--- src/rtl/wb_cmd_mast.sv ---
// Command-driven Wishbone master: writes operands A/B/op to a register block,
// polls a status register, reads the result back and returns it as a response.
// Optional poll timeout is built when WB_CMD_MAST_TIMEOUT_EN is defined.
module wb_cmd_mast #(
  parameter logic [31:0] BASE_ADR = 32'h0000_0000,
  parameter int unsigned POLL_MAX = 1024
) (
  input  logic        wb_clk_i,
  input  logic        wb_rst_i,
  input  logic        cmd_valid_i,
  output logic        cmd_ready_o,
  input  logic [31:0] cmd_a_i,
  input  logic [31:0] cmd_b_i,
  input  logic [31:0] cmd_op_i,
  output logic        rsp_valid_o,
  input  logic        rsp_ready_i,
  output logic [31:0] rsp_data_o,
  output logic        rsp_err_o,
  output logic        wb_cyc_o,
  output logic        wb_stb_o,
  output logic        wb_we_o,
  output logic [31:0] wb_adr_o,
  output logic [3:0]  wb_sel_o,
  output logic [31:0] wb_dat_o,
  input  logic [31:0] wb_dat_i,
  input  logic        wb_ack_i,
  input  logic        wb_err_i
);

  typedef enum logic [2:0] {
    S_IDLE, S_WR_A, S_WR_B, S_WR_OP, S_POLL, S_RD_RES, S_RSP
  } state_e;

  localparam logic [31:0] OFS_A    = 32'h00;
  localparam logic [31:0] OFS_B    = 32'h04;
  localparam logic [31:0] OFS_OP   = 32'h08;
  localparam logic [31:0] OFS_RES  = 32'h0C;
  localparam logic [31:0] OFS_STAT = 32'h10;

  state_e      state_q, state_d;
  // Each bus state spends its strobe phase, then one idle gap cycle.
  logic        gap_q, gap_d;
  logic [31:0] a_q, a_d, b_q, b_d, op_q, op_d;
  logic        stat_q, stat_d;
  logic [31:0] rsp_data_q, rsp_data_d;
  logic        rsp_err_q, rsp_err_d;

  logic bus_state;
  logic stb_w;
  logic accept;
  logic done_ok;
  logic poll_expired;

  assign bus_state = (state_q == S_WR_A) || (state_q == S_WR_B) || (state_q == S_WR_OP) ||
                     (state_q == S_POLL) || (state_q == S_RD_RES);
  assign stb_w     = bus_state && !gap_q;
  assign accept    = (state_q == S_IDLE) && cmd_valid_i;
  assign done_ok   = stb_w && wb_ack_i && !wb_err_i;

`ifdef WB_CMD_MAST_TIMEOUT_EN
  localparam int CNT_W = $clog2(POLL_MAX + 1);
  logic [CNT_W-1:0] cnt_q, cnt_d;

  assign poll_expired = (cnt_q == CNT_W'(POLL_MAX));

  always_comb begin
    cnt_d = cnt_q;
    if (accept)
      cnt_d = '0;
    else if (state_q == S_POLL && done_ok)
      cnt_d = cnt_q + CNT_W'(1);
  end

  always_ff @(posedge wb_clk_i or negedge wb_rst_i) begin
    if (!wb_rst_i) cnt_q <= '0;
    else           cnt_q <= cnt_d;
  end
`else
  logic unused_poll_max;
  assign unused_poll_max = |POLL_MAX;
  assign poll_expired    = 1'b0;
`endif

  // NOTE: state registers use non-blocking assignments so every flop samples
  // pre-edge values regardless of process ordering.
  always_ff @(posedge wb_clk_i or negedge wb_rst_i) begin
    if (!wb_rst_i) begin
      state_q <= S_IDLE;
      gap_q   <= 1'b0;
    end else begin
      state_q <= state_d;
      gap_q   <= gap_d;
    end
  end

  // NOTE: every combinational output gets a default first so no path infers a latch.
  always_comb begin
    state_d = state_q;
    gap_d   = gap_q;
    unique case (state_q)
      S_IDLE: begin
        if (cmd_valid_i) begin
          state_d = S_WR_A;
          gap_d   = 1'b0;
        end
      end
      S_WR_A, S_WR_B, S_WR_OP, S_POLL, S_RD_RES: begin
        if (!gap_q) begin
          if (wb_err_i) begin
            state_d = S_RSP;
          end else if (wb_ack_i) begin
            gap_d = 1'b1;
          end
        end else begin
          gap_d = 1'b0;
          unique case (state_q)
            S_WR_A:  state_d = S_WR_B;
            S_WR_B:  state_d = S_WR_OP;
            S_WR_OP: state_d = S_POLL;
            S_POLL: begin
              if (stat_q)            state_d = S_RD_RES;
              else if (poll_expired) state_d = S_RSP;
              else                   state_d = S_POLL;
            end
            default: state_d = S_RSP;
          endcase
        end
      end
      S_RSP: begin
        if (rsp_ready_i) state_d = S_IDLE;
      end
      default: state_d = S_IDLE;
    endcase
  end

  // Datapath: captured operands, last status bit and the response.
  always_comb begin
    a_d        = a_q;
    b_d        = b_q;
    op_d       = op_q;
    stat_d     = stat_q;
    rsp_data_d = rsp_data_q;
    rsp_err_d  = rsp_err_q;
    if (accept) begin
      a_d  = cmd_a_i;
      b_d  = cmd_b_i;
      op_d = cmd_op_i;
    end
    if (state_q == S_POLL && done_ok) stat_d = wb_dat_i[0];
    if (stb_w && wb_err_i) begin
      rsp_data_d = 32'h0;
      rsp_err_d  = 1'b1;
    end else if (state_q == S_RD_RES && done_ok) begin
      rsp_data_d = wb_dat_i;
      rsp_err_d  = 1'b0;
    end else if (state_q == S_POLL && gap_q && !stat_q && poll_expired) begin
      rsp_data_d = 32'h0;
      rsp_err_d  = 1'b1;
    end
  end

  always_ff @(posedge wb_clk_i or negedge wb_rst_i) begin
    if (!wb_rst_i) begin
      a_q        <= 32'h0;
      b_q        <= 32'h0;
      op_q       <= 32'h0;
      stat_q     <= 1'b0;
      rsp_data_q <= 32'h0;
      rsp_err_q  <= 1'b0;
    end else begin
      a_q        <= a_d;
      b_q        <= b_d;
      op_q       <= op_d;
      stat_q     <= stat_d;
      rsp_data_q <= rsp_data_d;
      rsp_err_q  <= rsp_err_d;
    end
  end

  // Bus outputs decode from registered state, so reset drops cyc/stb at once.
  always_comb begin
    wb_cyc_o = 1'b0;
    wb_stb_o = 1'b0;
    wb_we_o  = 1'b0;
    wb_sel_o = 4'h0;
    wb_adr_o = 32'h0;
    wb_dat_o = 32'h0;
    if (stb_w) begin
      wb_cyc_o = 1'b1;
      wb_stb_o = 1'b1;
      wb_sel_o = 4'hF;
      unique case (state_q)
        S_WR_A: begin
          wb_we_o  = 1'b1;
          wb_adr_o = BASE_ADR + OFS_A;
          wb_dat_o = a_q;
        end
        S_WR_B: begin
          wb_we_o  = 1'b1;
          wb_adr_o = BASE_ADR + OFS_B;
          wb_dat_o = b_q;
        end
        S_WR_OP: begin
          wb_we_o  = 1'b1;
          wb_adr_o = BASE_ADR + OFS_OP;
          wb_dat_o = op_q;
        end
        S_POLL:   wb_adr_o = BASE_ADR + OFS_STAT;
        S_RD_RES: wb_adr_o = BASE_ADR + OFS_RES;
        default:  wb_adr_o = 32'h0;
      endcase
    end
  end

  assign cmd_ready_o = (state_q == S_IDLE) && wb_rst_i;
  assign rsp_valid_o = (state_q == S_RSP);
  assign rsp_data_o  = rsp_data_q;
  assign rsp_err_o   = rsp_err_q;

endmodule

--- config.mk ---
export PLATFORM = sky130hd
export DESIGN_NAME = wb_cmd_mast
export DESIGN_NICKNAME = d
export VERILOG_FILES = /design/src/rtl/wb_cmd_mast.sv
export SDC_FILE = /design/constraint.sdc
export NUM_CORES = 1
export LEC_CHECK = 0
export CAP_MARGIN = 30
export CORE_MARGIN = 3
export CORE_UTILIZATION = 41
export CTS_CLUSTER_DIAMETER = 40
export CTS_CLUSTER_SIZE = 16
export DETAILED_ROUTE_END_ITERATION = 10
export PLACE_DENSITY_LB_ADDON = 0.12
export SYNTH_ARGS = -nofsm -noshare
export SYNTH_HDL_FRONTEND = slang
export SYNTH_SLANG_ARGS = --single-unit
export TNS_END_PERCENT = 1
--- constraint.sdc ---
create_clock -name wb_clk_i -period 1.6 [get_ports wb_clk_i]
set_input_delay 0.32 -clock wb_clk_i [delete_from_list [all_inputs] [get_ports wb_clk_i]]
set_output_delay 0.32 -clock wb_clk_i [all_outputs]
set_load 0.05 [all_outputs]
# Yosys cells after proc, flatten, opt, wreduce, memory -nomap -nowiden
# Cells that the tools add are included.
# W data, S select, Z words.
# classes
eq_ne	9
n_mux	24
reduce_logical	21
# op_table
op	count
$mux W32	4
$pmux W32 S3	1
$pmux W5 S4	1
$mux W3	4
$pmux W3 S4	1
$mux W1	10
$eq A3 B3 Y1 const B	3
$pmux W3 S3	1
$logic_and A1 B1 Y1	8
$eq A3 B2 Y1 const B	2
$reduce_or A5 Y1	1
$logic_or A1 B1 Y1	4
$mux W4	1
$reduce_bool A2 Y1	2
$eq A3 B1 Y1 const B	1
$logic_not A3 Y1	1
$ne A3 B3 Y1 const B	1
$reduce_and A3 Y1	1
$reduce_or A3 Y1	1
$logic_not A1 Y1	2
$ne A2 B1 Y1 const B	1
$ne A2 B2 Y1 const B	1
$pmux W1 S2	1
$reduce_and A2 Y1	1
# totals
ff_bits	134
input_bits	134

# Depth between registers and ports, before layout
# Gate-level depths: netlist of the first run.
# depth
ltp_word	11
mapped_depth	7
depth_no_buf	3

# Worst setup path after synthesis of the first run
# No wires, ideal clock.
# synth_path
kind	reg2out
startpoint	reg state_q[2]
endpoint	out wb_adr_o[3]
arrival_time_ps	1913
required_time_ps	1280
setup_slack_ps	-633
path_stages_with_launch	5
n_path_buf	2
path_cell_list	dfrtp_1 > buf_4 > clkbuf_1 > xnor2_1 > nor3_1
# synth_between
elab_chain_len	7
elab_cells_between_ends	12
# synth_rtl
item	line	source
start: declaration	40	state_e state_q, state_d;
start signal: assignment	91	state_q <= state_d;
$eq A3 B1 Y1 or $eq A3 B2 Y1 (tied branches)	54, 192	
$logic_or A1 B1 Y1 (3 in a row)	54	assign bus_state = (state_q == S_WR_A) || (state_q == S_WR_B) || (state_q == S_WR_OP) ||
$logic_or A1 B1 Y1	55	(state_q == S_POLL) || (state_q == S_RD_RES);
$logic_and A1 B1 Y1	56	assign stb_w = bus_state && !gap_q;
$mux W32 (*)	188	if (stb_w) begin
end: declaration	22	output logic [31:0] wb_adr_o,
# Every way passes the cells marked *; elsewhere a longest branch is shown, timed or not.

# Worst setup path in the final report of the first run
# layout_path
startpoint	reg state_q[0]
endpoint	out wb_dat_o[22]
# layout_between
elab_chain_len	7
elab_cells_between_ends	12
# layout_rtl
item	line	source
$eq A3 B1 Y1 or $eq A3 B2 Y1 (tied branches)	54, 192	
$logic_or A1 B1 Y1 (3 in a row)	54	
$logic_or A1 B1 Y1	55	
$logic_and A1 B1 Y1	56	
$mux W32 (*)	188	
end: declaration	24	output logic [31:0] wb_dat_o,
# Marks and branches as above.

==> metrics.cfg, run 1 <==
[sta]
fmax_mhz=452
period_needed_ps=2210
timing.final.ws_setup_ps=-613
setup_viol=141
skew_ps=6.24
post-route-period-util_pct=138
final.setup.tns_ps=-48210
hold_violations=0
maxSlewHeadroom_pct=50.8
slew_violations=0
rsz0062_at_grt=yes
max_slew.worst_pin.slew_ps=739

[setup_path]
worstPathArrival_ps=1890
cp-end-kind=output pin
worstSetupPathType=register to output pin
critPathMaxFanout=13
r2r-end=op_q[31]$_DFFE_PN0P_
startpoint_type=register
ff2ff_setup_slack_ps=-290
reg2regPathDepth=6
r2r_start=state_q[0]$_DFFE_PN0P_
required_ps=1280
crit_start=state_q[0]$_DFFE_PN0P_

[run]
maxCapViolations=0

[cts]
cts-root-buf=clkbuf_16
cts_tree=yes
cts.sinks=134
clk_pin_slew_ps=50
numCtsBuffers=17
htreeDepth=4
clk_path_buf_depth=2
cts_hold_buf=0
clk-insertion-delay-late_ps=410

[min_path]
worstHoldPathType=input port to async pin

[die]
die_height_um=134
ios=240
initial_core_util_pct=42.1
die_area_sq_um=18000
coreArea_sq_um=16000
placementRows=46
die_w_um=134

[final_layout]
area_delta_synth_final_pct=60.0
design_area_sq_um=10800
fin_nets=920
drive_gt1_share_pct=45.9
antennaDiodeCount=0
final_common_cell=clkdlybuf4s50_1
layout_common_cells=clkdlybuf4s50_1 (132), dfrtp_1 (131), mux2_2 (99)

[detailed_routing]
route.detailed.drc=0
avgRoutedWirePerCell_um=18.5
postRouteAntennaNets=0
drt-initial-drc-count=244
via_per_inst=5.23
num_vias=5312
routed_wl_mm=18.8
drt_first_pass_iters=4

[logic_synthesis]
synth_warnings=0
synthDistinctLibCells=37
synth_flop_cell=dfrtp_1
synth-seq-area-share_pct=49.8
synth-seq-cells=134
netlist_area_sq_um=6730
async_flop_share_pct=100
syn_inst=565
syn_avg_cell_area_sq_um=11.9
synth_edf_count=0

[power_and_ir_drop]
pwr-share-seq_pct=25.1
p_leak_nw=4.42
p_int_mw=14.3
pwr-share-clk_pct=16.4
p_per_area_nw_per_um2=2250
irDropWorstVdd_mv=1.65
power.switching_mw=10.0
switching_share_pct=41.3
combPwrFrac_pct=58.5

[grt]
grt_pass1_vias=5525
grt-ovfl-total=0
grt_pass1_wl_mm=30.0
grt_max_degree=135
grt_usage_pct=21.2
antenna_found_initial=0

[place]
routabilityCongestion=0.783
dp_hpwl_mm=13.1
io_buffers=210
dpl-instance-area_sq_um=9870

[run_status]
status=finished with violations
violations=setup timing

[metrics by stage]
stage	power (mW)	instances	hold WS, ps	util [%]	worst slack, ps
floorplan	14.8	593	24.4	-	-239
global placement	19.5	975	484	61.7	-179
detailed placement	19.7	975	490	61.7	-218
CTS	24.4	1015	60.7	67.1	-618
global route	25.5	1015	56.9	67.3	-678
finish	24.3	1015	10.8	67.3	-613
[worst max-delay path, stage by stage, from the launching register on]
cell	delay [ps]
dfrtp_2	440
buf_12	160
nor2b_4	140
buf_4	140
buf_12	150
a22oi_2	230
nor2_4	70
buf_12	150
[final cells by class]
type	count	area, sq um
fillers	1186	5230
multi-input cells	370	3420
flip-flops and latches	134	3360
repair buffers	261	3110
clock buffers	24	482
well taps	216	270
clock inverters	8	121
inverters	2	11.3
[kinds of logic after synthesis]
family | count (synthesis) | share of synthesized area (%)
AO/OA/AOI/OAI | 145 | 14.1
flip-flops | 134 | 49.8
AND/OR/NAND/NOR | 66 | 4.89
XOR/XNOR | 1 | 0.130
multiplexers | 129 | 23.2
other | 1 | 0.0557
buffers and inverters | 89 | 7.73
[sequential cells by signal, summed over array words and instances (netlist names)]
register,flops
a_q,32
b_q,32
op_q,32
rsp_data_o,32
state_q,3
gap_q,1
rsp_err_o,1
stat_q,1
[what timing repair did]
| action | in CTS | in global routing |
|---|---|---|
| buffers inserted | 7 | 0 |
| endpoints found under the setup margin | 164 | 160 |
| cloned | 1 | 0 |
| pin swaps | 26 | 6 |
| gates resized for setup | 40 | 13 |
[synthesized netlist by cell type (3+ instances only)]
master | number | share of area, %
buf_4 | 36 | 4.0
dfrtp_1 | 134 | 50
nor2b_1 | 8 | 0.74
a32oi_1 | 32 | 4.2
o21ai_1 | 14 | 1.0
buf_2 | 17 | 1.3
o21ai_0 | 55 | 4.1
buf_1 | 4 | 0.22
buf_6 | 4 | 0.67
mux2_4 | 30 | 6.7
a22oi_1 | 32 | 3.6
clkbuf_1 | 26 | 1.4
nor2_1 | 38 | 2.1
a21oi_1 | 5 | 0.37
and2_1 | 5 | 0.46
or3_1 | 3 | 0.28
mux2_2 | 99 | 17
[worst max-delay path by stage]
| stage | slack [ps] | to | cells past startpoint |
|---|---|---|---|
| 2_1_floorplan | -240 | wb_dat_o[10] | 5 |
| 3_3_place_gp | -180 | b_q[26]$_DFFE_PN0P_ | 4 |
| 3_5_place_dp | -220 | rsp_data_o[31]$_DFFE_PN0P_ | 5 |
| 4_1_cts | -620 | wb_dat_o[31] | 6 |
| 5_1_grt | -680 | wb_dat_o[31] | 6 |
| 6_report | -610 | wb_dat_o[22] | 7 |
[power by group through the flow]
stage / combinational (mW) / clock (mW) / sequential (mW)
after floorplan: 7.88 / 0 / 6.91
after detailed placement: 13.7 / 0 / 6.08
after CTS: 14.3 / 4.06 / 6.11
after global routing: 14.9 / 4.23 / 6.34
final: 14.2 / 3.98 / 6.11
after global placement: 13.5 / 0 / 6.00
[metal layers]
| layer | GRT usage, % | vias to the layer above | part of all wire [%] | wire [um] |
|---|---|---|---|---|
| met4 | 4.58 | 0 | 0.84 | 159 |
| li1 | - | 2455 | - | - |
| met5 | 0 | - | 0 | 0 |
| met2 | 35.5 | 183 | 50 | 9480 |
| met3 | 7.76 | 11 | 7.4 | 1400 |
| met1 | 26.7 | 2663 | 41 | 7780 |
Power figures use the tool's default switching activity.
==> inputs of run 2 (changes only) <==
--- a/config.mk
+++ b/config.mk
@@ -12,6 +12,7 @@
 export CTS_CLUSTER_SIZE = 16
 export DETAILED_ROUTE_END_ITERATION = 10
 export PLACE_DENSITY_LB_ADDON = 0.12
+export REMOVE_ABC_BUFFERS = 1
 export SYNTH_ARGS = -nofsm -noshare
 export SYNTH_HDL_FRONTEND = slang
 export SYNTH_SLANG_ARGS = --single-unit
==> run 2 against run 1 <==
- the flow still finishes with violations (setup timing)
- combinational power shrank 7%
- via count shrank 0.15%
- total power fell by 3.6%
- worst hold slack got worse by 10 ps
- register-to-register slack better by 40 ps
- critical path type unchanged
- largest power group unchanged
==> metrics.cfg, run 2 (synthesized netlist as in run 1, its figures left out) <==
[sta]
setup_viol=139  ; -1.4%
rsz0062_at_grt=yes
post-route-period-util_pct=138  ; -0.48 points
max_slew.worst_pin.slew_ps=751  ; +12.0 ps
timing.final.ws_setup_ps=-605  ; +7.76 ps
hold_violations=0  ; unchanged
period_needed_ps=2210  ; -7.76 ps
maxSlewHeadroom_pct=50.0  ; -0.80 points
hold_ws_ps=0.292  ; -10.5 ps
fmax_mhz=453  ; +0.35%
skew_ps=5.50  ; -0.736 ps
slew_violations=0  ; unchanged

[grt]
grt_usage_pct=20.2  ; -1.1 points
grt_pass1_wl_mm=28.8  ; -4.0%
grt_max_degree=135  ; unchanged
grt_pass1_vias=5423  ; -1.8%
grt-ovfl-total=0  ; unchanged
antenna_found_initial=0  ; unchanged

[setup_path]
crit_start=state_q[0]$_DFFE_PN0P_
ff2ff_setup_slack_ps=-250  ; +40 ps
cpMostUsedCell=buf_12
cp-end-kind=output pin
worstSetupPathType=register to output pin
crit_chain=buf_12 > buf_12 > buf_4 > mux2_2 > a22oi_1 > nor2_1 > buf_6
r2r-end=a_q[8]$_DFFE_PN0P_
reg2regPathDepth=6  ; unchanged
crit_end=wb_dat_o[3]
critPathMaxFanout=7  ; -6
startpoint_type=register
crit_path_max_incr_delay_ps=430  ; about the same
worstPathArrival_ps=1890  ; about the same
r2r_start=state_q[0]$_DFFE_PN0P_
cp_slowest_cell=dfrtp_2
required_ps=1280  ; about the same

[cts]
cts_tree=yes
cts-root-buf=clkbuf_16
clk_path_buf_depth=2  ; unchanged
cts.sinks=134  ; unchanged
htreeDepth=4  ; unchanged
clk-insertion-delay-late_ps=410  ; about the same
numCtsBuffers=17  ; unchanged
clk_pin_slew_ps=60  ; about the same

[die]
coreArea_sq_um=16000  ; unchanged
die_w_um=134  ; unchanged
die_area_sq_um=18000  ; unchanged
ios=240  ; unchanged
placementRows=46  ; unchanged
initial_core_util_pct=42.1  ; unchanged
die_height_um=134  ; unchanged

[final_layout]
fillers=1218  ; +2.7%
antennaDiodeCount=0  ; unchanged
multi_input_area_sq_um=3290  ; -3.7%
final_common_cell=clkdlybuf4s50_1
instances_no_fill=1018  ; +0.30%
layout_common_cells=clkdlybuf4s50_1 (132), dfrtp_1 (131), mux2_2 (67)
area_delta_synth_final_pct=54.1
regArea_sq_um=3360  ; unchanged
drive_gt1_share_pct=43.0  ; -2.9 points
fin_nets=923  ; +0.33%

[place]
io_buffers=210  ; unchanged
dp_hpwl_mm=12.7  ; -3.3%
dp.cells=982  ; +0.72%
routabilityCongestion=0.802  ; +2.4%

[detailed_routing]
routed_wl_mm=18.6  ; -1.3%
avgRoutedWirePerCell_um=18.3  ; -1.6%
drt_first_pass_iters=4  ; unchanged
num_vias=5304  ; -0.15%
via_per_inst=5.21  ; -0.44%
route.detailed.drc=0  ; unchanged
postRouteAntennaNets=0  ; unchanged
drt-initial-drc-count=408  ; +67%

[min_path]
worstHoldPathType=input port to async pin

[power_and_ir_drop]
p_leak_nw=4.47  ; +1.2%
p_per_area_nw_per_um2=2260  ; +0.11%
irDropWorstVdd_mv=1.27  ; -23%

[run_status]
status=finished with violations
violations=setup timing

[run]
maxCapViolations=0  ; unchanged

run 2: changes by cell type in the layout (fill, tap and decap cells not counted), sizes merged:
cell | before | now
buf | 129 | 132
inv | 1 | 3
bufinv | 3 | 4
clkbuf | 24 | 20
clkinv | 4 | 6
clkinvlp | 2 | 1
run 2: where the power goes:
group	switching, mW	total (mW)	internal (mW)
logic	6.98	13.2	6.18
registers	1.02	6.07	5.05
clock network	1.46	4.19	2.73
run 2: metrics by stage:
step	setup slack (ps)	TNS, ps	util [%]	power, mW	area [sq um]
after floorplan	-2920	-436510	-	12.9	6320
after global placement	-252	-26070	57.5	17.6	9200
after detailed placement	-261	-25990	57.5	17.9	9200
after CTS	-624	-44640	63.8	23.1	10200
after global routing	-678	-50450	64.8	24.5	10400
final	-605	-42170	64.8	23.4	10400
run 2: metal layers:
layer / track usage [%] / up-vias / share of wire (%)
li1: - / 2449 / -
met1: 26.4 / 2638 / 43
met2: 32.6 / 194 / 49
met3: 5.51 / 23 / 6.4
met4: 6.96 / 0 / 1.8
met5: 0 / - / 0
run 2: final cells by class:
class	count	share of cell area [%]
Sequential cell	134	32.4
Inverter	2	0.0724
Timing Repair Buffer	264	27.1
Clock inverter	12	1.68
Tap cell	216	2.61
Multi-Input combinational cell	370	31.7
Clock buffer	20	4.50
run 2: worst min-delay path by stage:
stage | startpoint | to | depth (start not counted)
finish | wb_rst_i | op_q[21]$_DFFE_PN0P_ | 2
global route | wb_rst_i | op_q[21]$_DFFE_PN0P_ | 2
CTS | wb_rst_i | op_q[21]$_DFFE_PN0P_ | 2
detailed placement | b_q[9]$_DFFE_PN0P_ | b_q[9]$_DFFE_PN0P_ | 1
global placement | op_q[6]$_DFFE_PN0P_ | op_q[6]$_DFFE_PN0P_ | 1
floorplan | wb_rst_i | a_q[0]$_DFFE_PN0P_ | 0
run 2: critical path, delay by kind of cell, from the launching register on:
kind | cells | cell delay [ps]
buffers and inverters | 4 | 550
DFF | 1 | 430
muxes | 1 | 260
AOI/OAI and AO/OA | 1 | 150
and+or+nand+nor | 1 | 70
run 2: timing repair:
action	in CTS	in global routing
setup buffers	3	0
endpoints found under the setup margin	140	166
hold buffers	0	0
gates resized for setup	85	47
pin swaps	2	4
cloned	1	0
